==> config.mk <==
export PLATFORM = sky130hd
export DESIGN_NAME = load_store_unit
export DESIGN_NICKNAME = d
export VERILOG_FILES = /design/src/rtl/load_store_unit.sv
export SDC_FILE = /design/constraint.sdc
export NUM_CORES = 1
export LEC_CHECK = 0
export BUFFER_PORTS_ARGS = -buffer_cell sky130_fd_sc_hd__buf_2
export CAP_MARGIN = 25
export CORE_MARGIN = 10
export CORE_UTILIZATION = 45
export DETAILED_ROUTE_END_ITERATION = 8
export GPL_TIMING_DRIVEN = 0
export PLACE_DENSITY = 0.87
export REMOVE_ABC_BUFFERS = 1
export SLEW_MARGIN = 15
export SYNTH_ARGS = -nofsm -noshare
export SYNTH_HDL_FRONTEND = slang
export SYNTH_SLANG_ARGS = --single-unit
==> constraint.sdc <==
create_clock -name clk -period 3.9 [get_ports clk]
set_clock_uncertainty 0.1 [all_clocks]
set_input_delay 0.585 -clock clk [delete_from_list [all_inputs] [get_ports clk]]
set_output_delay 0.585 -clock clk [all_outputs]
set_load 0.005 [all_outputs]
==> src/rtl/load_store_unit.sv <==
// Load/store unit: one core memory access at a time, with byte-lane steering,
// load extension, alignment checking and an ack timeout.
module load_store_unit #(
    parameter int unsigned ACK_TIMEOUT = 15
) (
    input  logic        clk,
    input  logic        rst,
    input  logic        start,
    input  logic        is_load,
    input  logic        is_store,
    input  logic [2:0]  funct3,
    input  logic [31:0] addr,
    input  logic [31:0] wdata,
    output logic        busy,
    output logic        done,
    output logic        err,
    output logic [31:0] rdata,
    output logic        mem_req,
    output logic        mem_we,
    output logic [31:0] mem_addr,
    output logic [31:0] mem_wdata,
    output logic [3:0]  mem_be,
    input  logic        mem_ack,
    input  logic [31:0] mem_rdata
);
    localparam int unsigned CW = $clog2(ACK_TIMEOUT + 1);
    localparam logic [CW-1:0] TMO_LAST = CW'(ACK_TIMEOUT - 1);

    typedef enum logic [1:0] {IDLE, ACCESS, RESP} state_t;
    state_t state, state_next;

    logic          accept, legal, misaligned, f3_ok;
    logic [3:0]    be_c;
    logic [31:0]   wd_c;
    logic [2:0]    f3_q;
    logic [1:0]    lo_q;
    logic          load_q, err_q;
    logic [CW-1:0] tmo_cnt;
    logic [7:0]    byte_sel;
    logic [15:0]   half_sel;
    logic [31:0]   ext;

    assign accept  = start && (is_load ^ is_store);
    assign busy    = (state != IDLE);
    assign done    = (state == RESP);
    assign err     = done && err_q;
    assign mem_req = (state == ACCESS);

    always_comb begin
        f3_ok      = 1'b0;
        misaligned = 1'b0;
        case (funct3)
            3'd0: f3_ok = 1'b1;
            3'd1: begin f3_ok = 1'b1; misaligned = addr[0]; end
            3'd2: begin f3_ok = 1'b1; misaligned = (addr[1:0] != 2'b00); end
            3'd4: f3_ok = is_load;
            3'd5: begin f3_ok = is_load; misaligned = addr[0]; end
            default: f3_ok = 1'b0;
        endcase
        legal = f3_ok && !misaligned;
    end

    // Store data is replicated across lanes so the memory only needs mem_be.
    always_comb begin
        be_c = 4'b1111;
        wd_c = '0;
        if (!is_load) begin
            case (funct3[1:0])
                2'd0: begin be_c = 4'b0001 << addr[1:0]; wd_c = {4{wdata[7:0]}}; end
                2'd1: begin be_c = addr[1] ? 4'b1100 : 4'b0011; wd_c = {2{wdata[15:0]}}; end
                default: begin be_c = 4'b1111; wd_c = wdata; end
            endcase
        end
    end

    always_comb begin
        case (lo_q)
            2'd0:    byte_sel = mem_rdata[7:0];
            2'd1:    byte_sel = mem_rdata[15:8];
            2'd2:    byte_sel = mem_rdata[23:16];
            default: byte_sel = mem_rdata[31:24];
        endcase
        half_sel = lo_q[1] ? mem_rdata[31:16] : mem_rdata[15:0];
        case (f3_q)
            3'd0:    ext = {{24{byte_sel[7]}}, byte_sel};
            3'd1:    ext = {{16{half_sel[15]}}, half_sel};
            3'd4:    ext = {24'd0, byte_sel};
            3'd5:    ext = {16'd0, half_sel};
            default: ext = mem_rdata;
        endcase
    end

    always_ff @(posedge clk) begin
        if (!rst) state <= IDLE;
        else      state <= state_next;
    end

    always_comb begin
        state_next = state;
        case (state)
            IDLE:    if (accept) state_next = legal ? ACCESS : RESP;
            ACCESS:  if (mem_ack || tmo_cnt == TMO_LAST) state_next = RESP;
            RESP:    state_next = IDLE;
            default: state_next = IDLE;
        endcase
    end

    always_ff @(posedge clk) begin
        if (!rst) begin
            f3_q      <= '0;
            lo_q      <= '0;
            load_q    <= 1'b0;
            err_q     <= 1'b0;
            tmo_cnt   <= '0;
            rdata     <= '0;
            mem_we    <= 1'b0;
            mem_addr  <= '0;
            mem_wdata <= '0;
            mem_be    <= '0;
        end else begin
            case (state)
                IDLE: begin
                    tmo_cnt <= '0;
                    if (accept) begin
                        f3_q   <= funct3;
                        lo_q   <= addr[1:0];
                        load_q <= is_load;
                        err_q  <= !legal;
                        if (legal) begin
                            mem_we    <= is_store;
                            mem_addr  <= {addr[31:2], 2'b00};
                            mem_be    <= be_c;
                            mem_wdata <= wd_c;
                        end
                    end
                end
                ACCESS: begin
                    if (mem_ack) begin
                        if (load_q) rdata <= ext;
                    end else if (tmo_cnt == TMO_LAST) begin
                        err_q <= 1'b1;
                    end else begin
                        tmo_cnt <= tmo_cnt + 1'b1;
                    end
                end
                default: ;
            endcase
        end
    end
endmodule

* After elaboration in Yosys (flattened, before gate mapping)
Cells that the tools add are included.
** Storage, ports and cells
- Register bits after elaboration :: 112
- Input port bits :: 105
- Output and inout bits :: 105
- Word-level logic and storage cells :: 76
** Operators by class
- $add $sub $neg :: 1
- Equality and inequality tests :: 18
- Shifts and indexed selects :: 1
- Mux-type cells :: 21
- Bitwise gates (word level) :: 1
- Reductions and logical operators :: 23
** Operators with widths (number)
- 32-bit one-hot mux with 4 select lines :: 1
- 32-bit one-hot mux with 2 select lines :: 1
- 32-bit two-way mux :: 1
- 8-bit one-hot mux with 3 select lines :: 1
- 16-bit two-way mux :: 1
- 4-bit two-way mux :: 4
- 4-bit one-hot mux with 2 select lines :: 2
- 3-bit equality test, second input constant :: 4
- 3-bit AND reduction :: 3
- 2-bit by 1-bit equality test with 1-bit output, second input constant :: 3
- 3-bit by 1-bit equality test with 1-bit output, second input constant :: 2
- 2-bit zero test :: 3
- 3-bit zero test :: 2
- 2-bit two-way mux :: 3
- 2-bit inequality test, second input constant :: 3
- 1-bit one-hot mux with 2 select lines :: 3
- 2-bit nonzero test :: 3
- 4-bit by 1-bit adder with 4-bit output, second input constant :: 1
- 2-bit equality test, second input constant :: 2
- 4-bit equality test, second input constant :: 1
- 2-bit by 1-bit inequality test with 1-bit output, second input constant :: 2
- 2-bit one-hot mux with 2 select lines :: 1
- 2-bit AND reduction :: 2
- 4-bit AND reduction :: 1
- other kinds (9) :: 15

* Logic depth before layout (Yosys ltp)
Gate-level depths: netlist of the first run.
- Word-level depth :: 8
- Depth in mapped cells :: 7
- Depth with buffers taken out :: 6

* Worst setup path before layout of the first run
No wires, ideal clock.
- Kind :: input to register
- Start point :: in funct3[0]
- End point :: reg mem_be[0]
- Setup time :: 0.119 ns
- Data arrival time :: 1.801 ns
- Data required time :: 3.681 ns
- Slack :: 1.881 ns
- Stages on the path :: 6
- Path buffers :: 2
- Path through :: buf_2 nor4_1 a21oi_1 buf_2 or3_1 o221a_1
** On the way
- Cells in the longest elaborated chain, start to end :: 6
- Elaborated cells between the ends (all ways) :: 17
- Classes of those cells :: eq/ne: 5; mux: 4; reduce/logical: 8
** RTL lines
- start: declaration :: line 11 : input logic [2:0] funct3,
- 3-bit equality test / 3-bit by 1-bit equality test with 1-bit output (equally long branches) :: line 52 : case (funct3)
- 2-bit OR reduction (no line)
- 1-bit one-hot mux with 2 select lines :: line 52
- 1-bit zero test :: line 60 : legal = f3_ok && !misaligned;
- 1-bit logical AND :: line 60
- 3-bit AND reduction (no line)
- end signal: assignment :: line 119 : mem_be <= '0;
- end signal: assignment :: line 132 : mem_be <= be_c;
- end: declaration :: line 22 : output logic [3:0] mem_be,
Parallel ways exist; a longest one is shown, timed or not.
A chain may end at the register's enable or synchronous reset.

==> flow_summary_export.csv, run 1 <==
group,metric,value,unit
run_status,status,"finished, final reports clean",
clock_tree,cts_resized,0,
worst_setup_path,critPathArrivalTime,3.10,ns
pwr,power.leakage,3.087,nW
die,die_area,0.01648,mm2
clock_tree,h-tree-depth,3,
worst_setup_path,crit_required,4.09,ns
sta,setup_viol,0,
clock_tree,clk_pin_slew,0.07,ns
layout,drive_above_1_share,0.3223,
worst_setup_path,path_delay_family,"compound AO/OA/AOI/OAI gates",
clock_tree,clk_path_buf_depth,2,
layout,nets,890,
synth,ys_async_sr_fraction,0,
pwr,peakVddDrop,248.2,uV
worst_setup_path,worstSetupStartpointType,"input port",
synth,ys.flop_type,"dfxtp_1",
drt,drc,0,
drt,drtIter0Drc,418,
worst_setup_path,crit_buf_inv,2,
worst_setup_path,cp.depth,6,
sta,period_minus_slack,2.913,ns
global_route,antenna_found_initial,0,
sta,relSlewSlack,0.3210,
worst_setup_path,cp_max_fo,90,
synth,synth.largest_area_cell,"dfxtp_1",
pwr,power,2.546,mW
die,dieHeight,128.4,um
drt,ant_nets,0,
layout,final_cells,931,
worst_setup_path,critPathMaxStageDelay,0.77,ns
synth,synth_common_cells,"nand2_1, dfxtp_1, mux2i_1",
synth,ys_warn_count,0,
drt,drt_wl_total,16.66,mm
synth,synth_cell_types,48,
layout,diodes,0,
die,die-width,128.4,um
worst_setup_path,crit_chain,"buf_4, buf_16, nor2b_1, o21ai_0, a2111oi_0, a31o_1",
drt,wire_per_inst,17.90,um
global_route,grt_pass1_vias,5015,
place,pre_cts_ws,0.6696,ns
synth,synth_area_leaders,"dfxtp_1, mux2i_1, nand2_1",
drt,firstDrtPassIters,5,
die,start_util,0.4608,
run,drv_cap,0,
sta,holdWs,0.3552,ns
die,rows,39,
synth,netlist_instances,610,
place,port_buffers,207,
worst_setup_path,rr_worst_depth,4,
synth,synth_most_common_cell,"nand2_1",
place,gp_congestion,0.9119,
sta,slew_violations,0,
clock_tree,clkLatencyLatePin,0.35,ns
global_route,grt-ovfl-total,0,
hold_path,holdPathStages,2,
synth,yosysSeqAreaShare,0.4243,
sta,worst_pin_slew,1.017,ns
drt,vias_per_cell,5.424,
place,dp_cells,914,
sta,period_share,0.7468,
clock_tree,ctsRootBufferMaster,"clkbuf_16",
sta,rsz0062_at_grt,"false",
synth,synth-edff-count,0,
drt,via_count,5050,
layout,area_growth,27.02,%
clock_tree,cts_buffers,9,
die,coreArea,0.01147,mm2
worst_setup_path,slowest_stage,"nor2b_1",
global_route,grt_max_degree,91,
synth,ys_seq_elements,112,
global_route,grt_pass1_wl,26.24,mm
worst_setup_path,path_class,"in -> reg",
clock_tree,cts_tree,"done",
clock_tree,holdBufCountCts,0,
layout,multi_input_area,0.002685,mm2
global_route,grt_usage,0.1939,
sta,hold_violations,0,
die,boundaryPins,210,
place,hpwl,12.33,mm
pwr,power.density,379.3,mW/mm2
layout,seq_area,0.002242,mm2
synth,syn_area,0.005284,mm2
clock_tree,clock-sinks,112,
hold_path,min_path_type,"reg -> reg",
sta,fmax,343.3,MHz
synth,syn_avg_cell_area,8.662,um2
worst_setup_path,endpoint_kind,"flop",
synth,synth_top_area_frac,0.4243,
layout,fill_cells,1046,
clock_tree,post-cts-setup-buffer-count,0,
sta,setup_ws,0.9875,ns
-- worst reg2reg max path, stage by stage, from the launching register on --
cell     delay (ns)
dfxtp_1        0.99
mux2_1         0.41
mux2_2         0.28
a21oi_2        0.60
a21oi_1        0.15
-- placed cells by master, fill, tap and decap left out, types with 3 or more instances in the layout --
cell | synthesis | layout
mux2i_1 | 58 | 58
a211oi_1 | 3 | 3
nor2_1 | 27 | 26
mux2_1 | 7 | 7
buf_2 | 9 | 206
nand3_1 | 9 | 9
a21oi_1 | 26 | 25
a221oi_1 | 18 | 18
bufinv_16 | 0 | 3
mux2_2 | 18 | 18
o21ai_0 | 39 | 39
dfxtp_1 | 112 | 112
a32o_1 | 7 | 7
a2111oi_0 | 10 | 10
inv_1 | 29 | 29
clkbuf_16 | 0 | 9
o211ai_1 | 3 | 3
nand2_1 | 135 | 135
a31o_1 | 13 | 13
nor4_1 | 4 | 4
nor2b_1 | 4 | 4
nand2b_1 | 3 | 3
-- cells by family after synthesis --
family / share of synthesized area
AOI/OAI and AO/OA: 0.1726
DFF: 0.4243
and+or+nand+nor: 0.1534
buffers and inverters: 0.07033
xor gates and xnor gates: 0.006395
muxes: 0.1674
other: 0.0007097
adders and majority gates: 0.004735
-- sequential cells by signal (all words and copies together) (netlist names) --
signal / count
err_q: 1
f3_q: 3
lo_q: 2
load_q: 1
mem_addr: 30
mem_be: 4
mem_wdata: 32
mem_we: 1
rdata: 32
state: 2
tmo_cnt: 4
-- power by group --
part	total (mW)	leakage [nW]	internal, mW	switching (mW)
Clock	1.05	0.164	0.630	0.415
Sequential	1.20	0.905	1.17	0.0267
Combinational	0.305	2.02	0.137	0.167
Total	2.55	3.09	1.94	0.609
-- metal layers --
layer,global-route usage,wire (um),vias up
met5,0,0,-
met4,0.06821,274,0
met2,0.3111,7654,228
met3,0.07680,1993,18
li1,-,-,2464
met1,0.2307,6741,2340
-- metrics by stage --
step / cell area (um2) / util / TNS (ns)
3_5_place_dp: 6360 / 0.5546 / 0
2_1_floorplan: 5025 / - / -11.99
4_1_cts: 6696 / 0.5840 / 0
5_1_grt: 6711 / 0.5853 / 0
3_3_place_gp: 6240 / 0.5441 / -81.88
6_report: 6711 / 0.5853 / 0
-- final cells by class --
| class | count | area share |
|---|---|---|
| Clock buffer | 11 | 0.03468 |
| Clock inverter | 5 | 0.01547 |
| Inverter | 29 | 0.01622 |
| Multi-Input combinational cell | 418 | 0.4001 |
| Sequential cell | 112 | 0.3341 |
| Tap cell | 143 | 0.02666 |
| Timing Repair Buffer | 213 | 0.1728 |
-- worst paths after layout --
check / start / to / slack, ns
max: rst / mem_wdata[12] / 0.99
min: mem_addr[3] / mem_addr[3] / 0.36
max reg2reg: lo_q[1] / rdata[24] / 1.22
min reg2reg: mem_addr[3] / mem_addr[3] / 0.36
Power figures use the tool's default switching activity.
==> run 2: changes to the inputs <==
--- a/config.mk
+++ b/config.mk
@@ -8,10 +8,10 @@
 export BUFFER_PORTS_ARGS = -buffer_cell sky130_fd_sc_hd__buf_2
 export CAP_MARGIN = 25
 export CORE_MARGIN = 10
-export CORE_UTILIZATION = 45
+export CORE_UTILIZATION = 44
 export DETAILED_ROUTE_END_ITERATION = 8
 export GPL_TIMING_DRIVEN = 0
-export PLACE_DENSITY = 0.87
+export PLACE_DENSITY = 0.88
 export REMOVE_ABC_BUFFERS = 1
 export SLEW_MARGIN = 15
 export SYNTH_ARGS = -nofsm -noshare
==> constraint.sdc (replaced) <==
create_clock -name clk -period 2.4 [get_ports clk]
set_clock_uncertainty 0.1 [all_clocks]
set_input_delay 0.36 -clock clk [delete_from_list [all_inputs] [get_ports clk]]
set_output_delay 0.36 -clock clk [all_outputs]
set_load 0.005 [all_outputs]
==> flow_summary_export.csv, run 2 (same netlist as run 1, synthesis figures left out) <==
group,metric,value,unit
hold_path,min_path_type,"in -> reg",
worst_setup_path,rr_worst_depth,5,
sta,worst_pin_slew,0.9109,ns
hold_path,holdPathStages,3,
drt,met2_length,7.633,mm
drt,firstDrtPassIters,4,
worst_setup_path,critPathArrivalTime,2.42,ns
die,coreArea,0.01156,mm2
place,hpwl,11.87,mm
run,drv_cap,0,
pwr,power.share.clock,0.388,
pwr,p_int,2.962,mW
clock_tree,clkLatencyLatePin,0.35,ns
layout,area_growth,26.81,%
layout,final_common_cell,"buf_2",
clock_tree,cts_buffers,9,
worst_setup_path,crit_required,2.58,ns
drt,top_layer,"met4",
drt,via_count,5089,
global_route,grt_pass1_wl,25.51,mm
layout,top_regs,"mem_wdata: 32 flops, rdata: 32 flops, mem_addr: 30 flops",
global_route,grt_max_degree,82,
pwr,pwr-share-comb,0.124,
worst_setup_path,cp_max_fo,28,
global_route,grt_pass1_vias,5013,
clock_tree,clk_path_buf_depth,2,
sta,rsz0062_at_grt,"false",
pwr,swShare,0.2569,
drt,vias_per_cell,5.460,
worst_setup_path,worstSetupStartpointType,"flop",
clock_tree,ctsRootBufferMaster,"clkbuf_16",
pwr,power.density,594.9,mW/mm2
die,rows,39,
clock_tree,holdBufCountCts,0,
worst_setup_path,endpoint_kind,"flop",
run_status,status,"finished, final reports clean",
pwr,p_sw,1.024,mW
drt,ant_nets,0,
sta,hold_violations,0,
sta,relSlewSlack,0.3919,
layout,design_area,0.006700,mm2
sta,fmax,447.6,MHz
global_route,grt-ovfl-total,0,
place,pre_cts_ws,-0.4983,ns
drt,drt_wl_total,16.51,mm
die,die_area,0.01679,mm2
clock_tree,clock-sinks,112,
sta,setup_viol,0,
clock_tree,h-tree-depth,3,
global_route,antenna_found_initial,0,
layout,diodes,0,
drt,wl_met1,6.776,mm
pwr,power.share.sequential,0.488,
sta,setup_ws,0.1657,ns
place,port_buffers,207,
die,boundaryPins,210,
die,dieHeight,129.6,um
drt,drc,0,
place,gp_congestion,0.8465,
sta,period_minus_slack,2.234,ns
global_route,grt_usage,0.1901,
die,die-width,129.6,um
drt,drtIter0Drc,311,
drt,routed-wl-met3,1.847,mm
layout,drive_above_1_share,0.3321,
drt,wire_per_inst,17.72,um
clock_tree,clk_pin_slew,0.08,ns
place,place_area,0.006329,mm2
layout,final_cell_mix,"buf_2, nand2_1, dfxtp_1, mux2i_1, o21ai_0",
sta,period_share,0.9310,
layout,fill_cells,1019,
layout,nets,891,
sta,slew_violations,0,
clock_tree,cts_tree,"done",
worst_setup_path,path_class,"reg -> reg",
pwr,power.leakage,3.062,nW
die,start_util,0.4569,
pwr,peakVddDrop,573.6,uV
## run 2: worst max-delay path, cell delays in order (launching register included)
cell     delay, ns
dfxtp_1       0.41
nor2_1        0.25
nand3_4       0.36
nor2_4        0.55
buf_12        0.26
mux2i_1       0.21
## run 2: layout make-up
cell class,count,area [um2],share of cell area
inverters,29,108.9,0.01625
multi-input cells,419,2728,0.4071
clock buffers,10,239.0,0.03567
clock inverters,6,66.31,0.009897
repair buffers,213,1136,0.1696
well taps,143,178.9,0.02670
flip-flops and latches,112,2243,0.3348
## run 2: metrics by stage
stage,setup TNS [ns],total power [mW],utilization,instances,hold slack (ns)
2_1_floorplan,-65.79,2.209,-,559,0.3511
3_3_place_gp,-183.36,2.450,0.5395,909,0.3391
3_5_place_dp,-31.82,2.468,0.5472,912,0.3433
4_1_cts,0,4.032,0.5787,932,0.1297
5_1_grt,0,4.155,0.5794,932,0.1343
6_report,0,3.986,0.5794,932,0.1408
## run 2: worst paths after layout
kind / start / endpoint / slack, ns
worst max-delay path: state[0] / mem_addr[30] / 0.17
worst min-delay path: addr[9] / mem_addr[9] / 0.14
worst max register to register: state[0] / mem_addr[30] / 0.17
worst min register to register: mem_addr[24] / mem_addr[24] / 0.35
## run 2: power by group through the flow
| stage | Combinational [mW] | Sequential (mW) | Clock (mW) |
|---|---|---|---|
| after floorplan | 0.227 | 1.98 | 0 |
| after global placement | 0.464 | 1.99 | 0 |
| after detailed placement | 0.481 | 1.99 | 0 |
| after CTS | 0.492 | 1.94 | 1.60 |
| after global routing | 0.543 | 1.95 | 1.66 |
| final | 0.494 | 1.95 | 1.55 |
## run 2: per-layer routing
metal,global-route usage,vias to the layer above
met2,0.3112,217
met3,0.08809,16
met5,0,-
met1,0.2186,2384
met4,0.05423,0
li1,-,2472
## run 2: what timing repair did
| action | in CTS | in global routing |
|---|---|---|
| buffers inserted | 3 | 0 |
| pin swaps | 2 | 0 |
| setup endpoints to repair | 90 | 18 |
| gates resized for setup | 7 | 3 |
| cloned | 1 | 0 |
==> run 3: changes to the inputs <==
--- a/config.mk
+++ b/config.mk
@@ -9,6 +9,7 @@
 export CAP_MARGIN = 25
 export CORE_MARGIN = 10
 export CORE_UTILIZATION = 44
+export CTS_BUF_LIST = sky130_fd_sc_hd__clkbuf_16
 export DETAILED_ROUTE_END_ITERATION = 8
 export GPL_TIMING_DRIVEN = 0
 export PLACE_DENSITY = 0.88
==> flow_summary_export.csv, run 3 (same netlist as run 1, synthesis figures left out) <==
group,metric,value,unit
run_status,status,"finished, final reports clean",
clock_tree,cts_tree,"done",
drt,ant_nets,0,
drt,vias_per_cell,5.454,
worst_setup_path,crit_required,2.56,ns
sta,fmax,441.0,MHz
die,dieHeight,129.6,um
worst_setup_path,crit_chain,"nor2_1, nand3_4, or2_2, buf_16, a221oi_1",
die,start_util,0.4569,
clock_tree,clkLatencyLatePin,0.35,ns
clock_tree,cts_buffers,9,
layout,design_area,0.006683,mm2
die,rows,39,
sta,rsz0062_at_grt,"false",
worst_setup_path,path_delay_family,"simple AND/OR/NAND/NOR gates",
worst_setup_path,critPathArrivalTime,2.43,ns
pwr,p_sw,1.021,mW
place,hpwl,11.87,mm
clock_tree,clock-sinks,112,
place,dp_cells,912,
global_route,grt_usage,0.1901,
pwr,power.density,591.1,mW/mm2
clock_tree,clk_path_buf_depth,2,
layout,nets,891,
pwr,power,3.950,mW
layout,drive_above_1_share,0.3308,
die,boundaryPins,210,
die,die-width,129.6,um
drt,via_count,5083,
worst_setup_path,slowest_stage,"or2_2",
sta,hold_violations,0,
worst_setup_path,critPathMaxStageDelay,0.56,ns
layout,top_regs,"mem_wdata: 32 flops, rdata: 32 flops, mem_addr: 30 flops",
layout,final_cell_mix,"buf_2, nand2_1, dfxtp_1, mux2i_1, o21ai_0",
worst_setup_path,endpoint_kind,"flop",
drt,drc,0,
place,gp_congestion,0.8465,
drt,drt_wl_total,16.46,mm
pwr,power.share.clock,0.383,
pwr,pwr-share-comb,0.125,
sta,worst_pin_slew,0.8795,ns
global_route,grt-ovfl-total,0,
layout,final_cells,932,
clock_tree,ctsRootBufferMaster,"clkbuf_16",
global_route,grt_pass1_wl,25.52,mm
pwr,swShare,0.2585,
clock_tree,h-tree-depth,3,
pwr,power.share.sequential,0.492,
worst_setup_path,worstSetupStartpointType,"flop",
worst_setup_path,path_class,"reg -> reg",
die,coreArea,0.01156,mm2
run,drv_cap,0,
layout,final_common_cell,"buf_2",
global_route,antenna_found_initial,0,
die,die_area,0.01679,mm2
clock_tree,holdBufCountCts,0,
worst_setup_path,crit_buf_inv,1,
hold_path,min_path_type,"in -> reg",
clock_tree,clk_pin_slew,0.08,ns
drt,drtIter0Drc,335,
global_route,grt_max_degree,82,
sta,holdWs,0.1431,ns
pwr,p_int,2.929,mW
layout,finalCoreUtilization,0.5778,
place,place_area,0.006329,mm2
worst_setup_path,rrSetupSlack,0.13,ns
pwr,power.leakage,3.055,nW
sta,slew_violations,0,
drt,firstDrtPassIters,5,
pwr,peakVddDrop,572.2,uV
place,port_buffers,207,
worst_setup_path,cp_max_fo,28,
global_route,grt_pass1_vias,5031,
layout,fill_cells,1023,
layout,diodes,0,
sta,period_minus_slack,2.268,ns
layout,area_growth,26.47,%
drt,wire_per_inst,17.66,um
sta,setup_viol,0,
sta,period_share,0.9449,
sta,relSlewSlack,0.4129,
==> run 3: changes by cell type in the layout (fill, tap and decap cells not counted), sizes merged <==
cell | before | now
clkbuf | 10 | 9
clkinv | 1 | 2
==> run 3: what timing repair did <==
action | 4_1_cts | 5_1_grt
pin swaps | 2 | 1
setup endpoints to repair | 90 | 19
resized for setup | 7 | 1
setup buffers | 3 | 0
endpoints found under the hold margin | 0 | 0
gates cloned | 1 | 0
==> run 3: final cells by class <==
cell class / instances / area [um2] / share of cell area
Clock buffer: 9 / 225.2 / 0.03370
Tap cell: 143 / 178.9 / 0.02677
Multi-Input combinational cell: 419 / 2720 / 0.4070
Inverter: 29 / 108.9 / 0.01629
Timing Repair Buffer: 213 / 1136 / 0.1700
Clock inverter: 7 / 70.07 / 0.01048
Sequential cell: 112 / 2243 / 0.3357
==> run 3: through the flow <==
stage                     worst slack, ns  TNS, ns
after floorplan                    -1.641   -65.79
after global placement             -3.138  -183.36
after detailed placement          -0.4983   -31.82
after CTS                         0.07610        0
after global routing              0.01563        0
final                              0.1322        0
==> run 3: worst paths after layout <==
check,startpoint,endpoint,depth (start not counted)
max,state[0],mem_be[2],5
min,addr[9],mem_addr[9],3
max reg2reg,state[0],mem_be[2],5
min reg2reg,mem_addr[24],mem_addr[24],2
==> run 3: worst register-to-register path, delay by kind of cell, from the launching register on <==
kind,cells,cell delay [ns]
compound gates,1,0.28
simple gates,3,1.17
flops,1,0.41
buf+inv,1,0.22
==> run 3: metal layers <==
layer | vias up | track usage | share of wire
met4 | 0 | 0.05423 | 0.016
li1 | 2467 | - | -
met2 | 211 | 0.3124 | 0.46
met1 | 2389 | 0.2176 | 0.41
met5 | - | 0 | 0
met3 | 16 | 0.08809 | 0.11
==> run 3: power groups by stage <==
stage	logic [mW]	registers, mW	clock network, mW
3_3_place_gp	0.464	1.99	0
6_report	0.492	1.95	1.51
2_1_floorplan	0.227	1.98	0
5_1_grt	0.541	1.95	1.63
4_1_cts	0.492	1.94	1.56
3_5_place_dp	0.481	1.99	0
